==> src/rtl/vc_output_arbiter_pkg.sv <==
// Shared NoC definitions: flit geometry, VC count and flit-type codes.
// Used by the output arbiter and by the VC buffers that feed it.
package vc_output_arbiter_pkg;

  localparam int NOC_FLIT_WIDTH  = 34;
  localparam int NOC_VC_ID_WIDTH = 2;
  localparam int NOC_NUM_VC      = 4;
  localparam int NOC_TYPE_LSB    = 32;

  typedef enum logic [1:0] {
    FLIT_HEAD = 2'b00,
    FLIT_BODY = 2'b01,
    FLIT_TAIL = 2'b11
  } flit_type_e;

  function automatic flit_type_e flit_type(input logic [NOC_FLIT_WIDTH-1:0] flit);
    return flit_type_e'(flit[NOC_TYPE_LSB +: 2]);
  endfunction

endpackage

==> src/rtl/vc_output_arbiter_rr_arbiter.sv <==
// Round-robin arbiter: one-hot grant from a request vector, searching upward
// from a rotating pointer that moves past the winner whenever update is set.
module rr_arbiter
  import vc_output_arbiter_pkg::*;
#(
  parameter int N = NOC_NUM_VC
) (
  input  logic         clk,
  input  logic         arst,
  input  logic [N-1:0] req,
  input  logic         update,
  output logic [N-1:0] gnt
);

  localparam int PW = (N > 1) ? $clog2(N) : 1;

  logic [PW-1:0] ptr_r;
  logic [PW-1:0] idx_s;
  logic [PW-1:0] win_s;
  logic [PW-1:0] nxt_s;
  logic          found_s;
  logic [N-1:0]  gnt_s;

  // First requester at or above the pointer, wrapping modulo N
  always_comb begin
    gnt_s   = '0;
    found_s = 1'b0;
    idx_s   = ptr_r;
    win_s   = ptr_r;
    for (int i = 0; i < N; i++) begin
      idx_s        = PW'((int'(ptr_r) + i) % N);
      gnt_s[idx_s] = req[idx_s] & ~found_s;
      win_s        = (req[idx_s] && !found_s) ? idx_s : win_s;
      found_s      = found_s | req[idx_s];
    end
    nxt_s = (int'(win_s) == N - 1) ? '0 : win_s + PW'(1);
  end

  // Pointer moves only when a grant is actually taken
  always_ff @(posedge clk) begin
    if (!arst) begin
      ptr_r <= '0;
    end else if (update && found_s) begin
      ptr_r <= nxt_s;
    end else begin
      ptr_r <= ptr_r;
    end
  end

  assign gnt = gnt_s;

endmodule

==> src/rtl/vc_output_arbiter.sv <==
// Per-flit round-robin arbitration of NUM_VC candidate flits onto one link,
// through a single output register with per-VC downstream backpressure.
module vc_output_arbiter
  import vc_output_arbiter_pkg::*;
#(
  parameter int NUM_VC      = NOC_NUM_VC,
  parameter int FLIT_WIDTH  = NOC_FLIT_WIDTH,
  parameter int VC_ID_WIDTH = NOC_VC_ID_WIDTH
) (
  input  logic                         clk,
  input  logic                         arst,
  input  logic [NUM_VC*FLIT_WIDTH-1:0] fdata_i,
  input  logic [NUM_VC-1:0]            valid_i,
  output logic [NUM_VC-1:0]            ready_o,
  output logic [FLIT_WIDTH-1:0]        fdata_o,
  output logic [VC_ID_WIDTH-1:0]       vc_id_o,
  output logic                         valid_o,
  input  logic [NUM_VC-1:0]            ready_i
);

  logic [FLIT_WIDTH-1:0]  fdata_r;
  logic [VC_ID_WIDTH-1:0] vc_r;
  logic                   valid_r;

  logic                   consumed_s;
  logic                   slot_free_s;
  logic                   grant_en_s;
  logic                   any_gnt_s;
  logic [NUM_VC-1:0]      gnt_s;
  logic [FLIT_WIDTH-1:0]  fsel_s;
  logic [VC_ID_WIDTH-1:0] gidx_s;

  rr_arbiter #(
    .N (NUM_VC)
  ) u_rr_arbiter (
    .clk    (clk),
    .arst   (arst),
    .req    (valid_i),
    .update (grant_en_s),
    .gnt    (gnt_s)
  );

  // Slot is free when empty or draining this cycle; grant and mux the winner
  always_comb begin
    consumed_s  = valid_r & ready_i[vc_r];
    slot_free_s = ~valid_r | consumed_s;
    grant_en_s  = slot_free_s & arst;
    if (grant_en_s) begin
      ready_o = gnt_s;
    end else begin
      ready_o = '0;
    end
    any_gnt_s = |ready_o;
    fsel_s    = '0;
    gidx_s    = '0;
    for (int v = 0; v < NUM_VC; v++) begin
      fsel_s = fsel_s | (gnt_s[v] ? fdata_i[v*FLIT_WIDTH +: FLIT_WIDTH] : '0);
      gidx_s = gidx_s | (gnt_s[v] ? VC_ID_WIDTH'(v) : '0);
    end
  end

  // Output register: load on grant, drop valid on drain, otherwise hold
  always_ff @(posedge clk) begin
    if (!arst) begin
      fdata_r <= '0;
      vc_r    <= '0;
      valid_r <= 1'b0;
    end else if (any_gnt_s) begin
      fdata_r <= fsel_s;
      vc_r    <= gidx_s;
      valid_r <= 1'b1;
    end else if (consumed_s) begin
      fdata_r <= fdata_r;
      vc_r    <= vc_r;
      valid_r <= 1'b0;
    end else begin
      fdata_r <= fdata_r;
      vc_r    <= vc_r;
      valid_r <= valid_r;
    end
  end

  assign fdata_o = fdata_r;
  assign vc_id_o = vc_r;
  assign valid_o = valid_r;

endmodule

==> config.mk <==
export PLATFORM = sky130hd
export DESIGN_NAME = vc_output_arbiter
export DESIGN_NICKNAME = d
export VERILOG_FILES = /design/src/rtl/vc_output_arbiter_pkg.sv /design/src/rtl/vc_output_arbiter_rr_arbiter.sv /design/src/rtl/vc_output_arbiter.sv
export SDC_FILE = /design/constraint.sdc
export NUM_CORES = 1
export LEC_CHECK = 0
export ABC_AREA = 1
export CAP_MARGIN = 40
export CORE_MARGIN = 2
export CORE_UTILIZATION = 42
export DETAILED_ROUTE_END_ITERATION = 10
export HOLD_SLACK_MARGIN = 0.15
export PLACE_DENSITY = 0.84
export SYNTH_ARGS = -nofsm -noshare
export SYNTH_HDL_FRONTEND = slang
export SYNTH_SLANG_ARGS = --single-unit
==> constraint.sdc <==
create_clock -name clk -period 6.7 [get_ports clk]
set_input_delay 2.01 -clock clk [delete_from_list [all_inputs] [get_ports clk]]
set_output_delay 2.01 -clock clk [all_outputs]
set_load 0.05 [all_outputs]
==> results.txt <==
For this run, the total global-route usage over all layers was measured as 26.9%. The total power divided by cell area came out at 516 nW/µm². The deepest level of the CTS H-tree came out at 2. The DRC marker count from the first detailed-route iteration came out at roughly 150. After clock tree synthesis, the repair step resized 0 gates. The number of nets with antenna violations after detailed routing is 0.

The post-layout utilization of the core came out at between 70% and 80%. The number of buffer cells added on primary ports is 186. The category of the worst setup path capture point is an output pin.

The share of the yosys chip area belonging to registers came out at 24.0%. For this run, design rule violations remaining after detail routing come to 0. The register-to-register path setup slack is 3.43 ns. Setup repair after global routing left no endpoint under its margin. The clock transition at the registers of the reported paths came out at 0.07 ns. The final route contains between 4000 and 5000 vias. The area enclosed by the die boundary is 8470 µm². The number of primary I/O pins came out at 187. The number of synthesized register bits is 39. Setup violations remaining at the end of the flow were counted as 0. The filler cell count in the final layout is between 600 and 700. Broken down by cell family, the worst path's largest delay share belongs to simple AND/OR/NAND/NOR gates. The non-filler instance count after layout came out at 831. The HPWL reported at the end of detailed placement came out at 8530 µm. The switching power total is 0.00154 W. No sink is reached through more buffers than the 2 on the longest clock path. The fraction of synthesis flops using an asynchronous set or reset pin is 0%. The count of unique library cells instantiated by Yosys came out at 26. The maximum ir drop on the vdd rail is 0.312 mV.

The starting density of the core is 42.8%. The placeable core region came out at approximately 7600 µm². The cell leakage power came out at 2.41 nW. The fmax came out at between 150 and 200 MHz.

The number of global-route vias before repair came out at 4055. STA puts the critical path data arrival time at 3.65 ns. Counting cells, the worst reg-to-reg path comes to 16.

The power share of the combinational group is between 70% and 80%. The beginning of the worst register-to-register path is u_rr_arbiter.ptr_r[0]. The worst register-to-register path ends at fdata_o[1].

The CTS tree is yes. The average wire length per cell after detail routing came out at between 10 and 15 µm. The count of pins over their slew limit is 0.

The net switching fraction of the power is 55.8%. Yosys printed 0 warnings. The number of vias per cell came out at 5.21. The slew at the pin closest to its max-slew limit came out at 0.659 ns. The maximum fanout count along the critical path came out at 10.

The internal portion of total power is 0.00122 W. The path type of the worst setup path is input pin to output pin. The detailed-routing iteration count for the pre-antenna-repair pass is 4. The number of clock sinks is 39. The number of setup buffers added after CTS came out at 0.

The endpoint of the worst hold path is fdata_o[10]. The post-route cell area came out at 5340 µm². The total clock buffers created by CTS is 5.

The die is about 92 µm wide. The worst path needs roughly 5.7 ns of the cycle, external delays included. The net count of the mapped netlist is 714. The share of total power dissipated in the clock network is between 8 and 9%. For this design, the slowest cell found on the critical path is sky130_fd_sc_hd__clkdlybuf4s50_1. In this run, post-CTS hold repair placed 0 buffers. After detailed placement, the total cell area comes to 5200 µm². In the final timing run, aggregate negative setup slack is 0 ns. The longest individual stage delay on the worst path came out at 0.45 ns. The wire length of the first global-routing pass came out at 18800 µm. The sum of buffers and inverters on the critical path came out at 3. Among the stages of the critical path, the cell type that occurs most often is sky130_fd_sc_hd__nand2_4. The tree is rooted in a sky130_fd_sc_hd__clkbuf_8. The maximum number of pins on one net before global-route repair came out at 38. The run finished with clean final reports. The portion of total power attributed to sequential cells is 13.8%. The kind of start point of the critical path is an input pin. Traced cell by cell, the critical path runs through clkdlybuf4s50_1 -> nand2_1 -> nand3_2 -> nand2_4 -> nand2_4 -> nor2_4 -> nand2_4 -> nand2_2 -> nand3_1 -> inv_1 -> buf_12. The final hold violation count is 0. Global routing finished with a remaining overflow of 0. In this run the most critical hold path is launched from fdata_o[10]. The final layout contains routed wiring with a total length of 11600 µm. The overall die height came out at approximately 90 µm. The clock insertion delay at the later pin of the skew report came out at 0.28 ns. After technology mapping, the gate count stands at ~560. The worst pin sits at a relative slew slack of between 50% and 60%. The number of violations of the max-capacitance limit came out at 0. The antenna diode instance count is 0. Counting flops with a built-in enable in the synthesized netlist gives 0. The congestion estimate from routability-driven global placement came to 0.912. The total standard cell area after synthesis came out at about 3300 µm².

The worst hold path belongs to the class flip-flop to flip-flop. On the final layout, the worst clock skew is 0.00981 ns. The cell count of the worst hold path is 2. The number of nets in the finished design came out at 881. The proportion of layout cells with a drive suffix above 1 came out at ~6.3%.

The row count came out at 32. The signed area change from the synthesized netlist to the final layout is 64.0%. The post-route fraction of the period consumed by the critical path is 84.5%.

Dividing the synthesized area by the synthesized cell count gives 5.80 µm². The number of antenna violations at the first check in global routing came out at 0. The data required time of the critical path came out at 4.69 ns. The predominant post-synthesis flop cell is sky130_fd_sc_hd__dfxtp_1. The placed cell count is 823.
[metrics by stage]
step / hold slack, ns / setup WS (ns) / power, W
after floorplan: 0.640 / 1.53 / 0.00194
after global placement: 0.462 / 1.10 / 0.00244
after detailed placement: 0.475 / 1.07 / 0.00253
after CTS: 0.488 / 1.07 / 0.00276
after global routing: 0.516 / 0.893 / 0.00302
final: 0.485 / 1.04 / 0.00276
[cells in the mapped netlist, types with 2 or more instances]
master / instances / area share [%]
sky130_fd_sc_hd__a21oi_1: 7 / 1.1
sky130_fd_sc_hd__buf_1: 6 / 0.69
sky130_fd_sc_hd__buf_2: 7 / 1.1
sky130_fd_sc_hd__buf_4: 2 / 0.46
sky130_fd_sc_hd__buf_6: 3 / 1.0
sky130_fd_sc_hd__clkbuf_1: 18 / 2.1
sky130_fd_sc_hd__dfxtp_1: 39 / 24
sky130_fd_sc_hd__ha_1: 7 / 2.7
sky130_fd_sc_hd__inv_1: 50 / 5.8
sky130_fd_sc_hd__nand2_1: 125 / 14
sky130_fd_sc_hd__nand2_2: 9 / 1.7
sky130_fd_sc_hd__nand2_4: 4 / 1.4
sky130_fd_sc_hd__nand3_1: 146 / 22
sky130_fd_sc_hd__nand3_2: 6 / 1.8
sky130_fd_sc_hd__nand4_1: 32 / 6.2
sky130_fd_sc_hd__nor2_1: 85 / 9.8
sky130_fd_sc_hd__nor2_4: 2 / 0.69
sky130_fd_sc_hd__o21ai_0: 5 / 0.77
[kinds of logic (layout without fill, tap and decap cells)]
| family | count (synthesis) | after routing | share of synthesized area [%] |
|---|---|---|---|
| AND/OR/NAND/NOR | 411 | 411 | 58.9 |
| buffers and inverters | 88 | 256 | 11.4 |
| flip-flops | 39 | 39 | 24.0 |
| AO/OA/AOI/OAI | 15 | 15 | 2.73 |
| adder cells (fa/ha/maj) | 7 | 7 | 2.69 |
| XOR/XNOR | 1 | 1 | 0.269 |
[worst max-delay path by stage]
stage                    start          to  slack (ns)  cells past startpoint
floorplan           valid_i[3]  ready_o[1]        1.53                      9
global placement    valid_i[1]  ready_o[1]        1.10                     10
detailed placement  valid_i[1]  ready_o[1]        1.07                     10
CTS                 valid_i[1]  ready_o[0]        1.07                     10
global route        valid_i[2]  ready_o[2]        0.89                     10
finish              valid_i[1]  ready_o[3]        1.04                     11
[state kept, by name (all words and copies together), names as in the netlist]
| signal | flops |
|---|---|
| u_rr_arbiter.ptr_r | 2 |
| vc_id_o | 2 |
| fdata_o | 34 |
| valid_o | 1 |
[worst reg2reg max path: cells and delay by family (launching register included)]
family,cells,cell delay (ns)
flip-flops,1,0.68
AND/OR/NAND/NOR,12,1.49
adder cells (fa/ha/maj),1,0.46
buffers and inverters,3,0.54
[final cells by class]
class                      count  area [µm²]  share of cell area [%]
sequential                    39         781                    14.6
multi-input combinational    434        2100                    39.4
clock inverter                 2        60.1                    1.13
inverter                      52         198                    3.70
timing repair buffer         196        2000                    37.4
tap                          102         128                    2.39
clock buffer                   6        72.6                    1.36
[power groups by stage]
stage	clock [W]	sequential (W)	combinational (W)
floorplan	0	0.000645	0.00129
global placement	0	0.000381	0.00206
detailed placement	0	0.000384	0.00214
CTS	0.000233	0.000379	0.00215
global route	0.000243	0.000390	0.00239
finish	0.000228	0.000379	0.00215
[metal layers]
layer	GRT usage, %	up-vias	share of wire, %
li1	-	2175	-
met2	49.5	194	49
met1	31.1	1950	39
met5	0	-	0
met4	7.09	0	1.3
met3	6.41	10	10
[cells in the final DEF, fill, tap and decap left out, types with 5 or more instances in the layout]
cell type,instances
sky130_fd_sc_hd__clkdlybuf4s50_1,182
sky130_fd_sc_hd__ha_1,7
sky130_fd_sc_hd__nand2_1,125
sky130_fd_sc_hd__nor2_1,85
sky130_fd_sc_hd__buf_4,9
sky130_fd_sc_hd__clkbuf_8,5
sky130_fd_sc_hd__nand3_1,146
sky130_fd_sc_hd__nand4_1,32
sky130_fd_sc_hd__o21ai_0,5
sky130_fd_sc_hd__inv_1,50
sky130_fd_sc_hd__nand3_2,6
sky130_fd_sc_hd__nand2_2,9
sky130_fd_sc_hd__dfxtp_1,39
sky130_fd_sc_hd__a21oi_1,7
No activity file was read; power rests on OpenSTA's default activity.
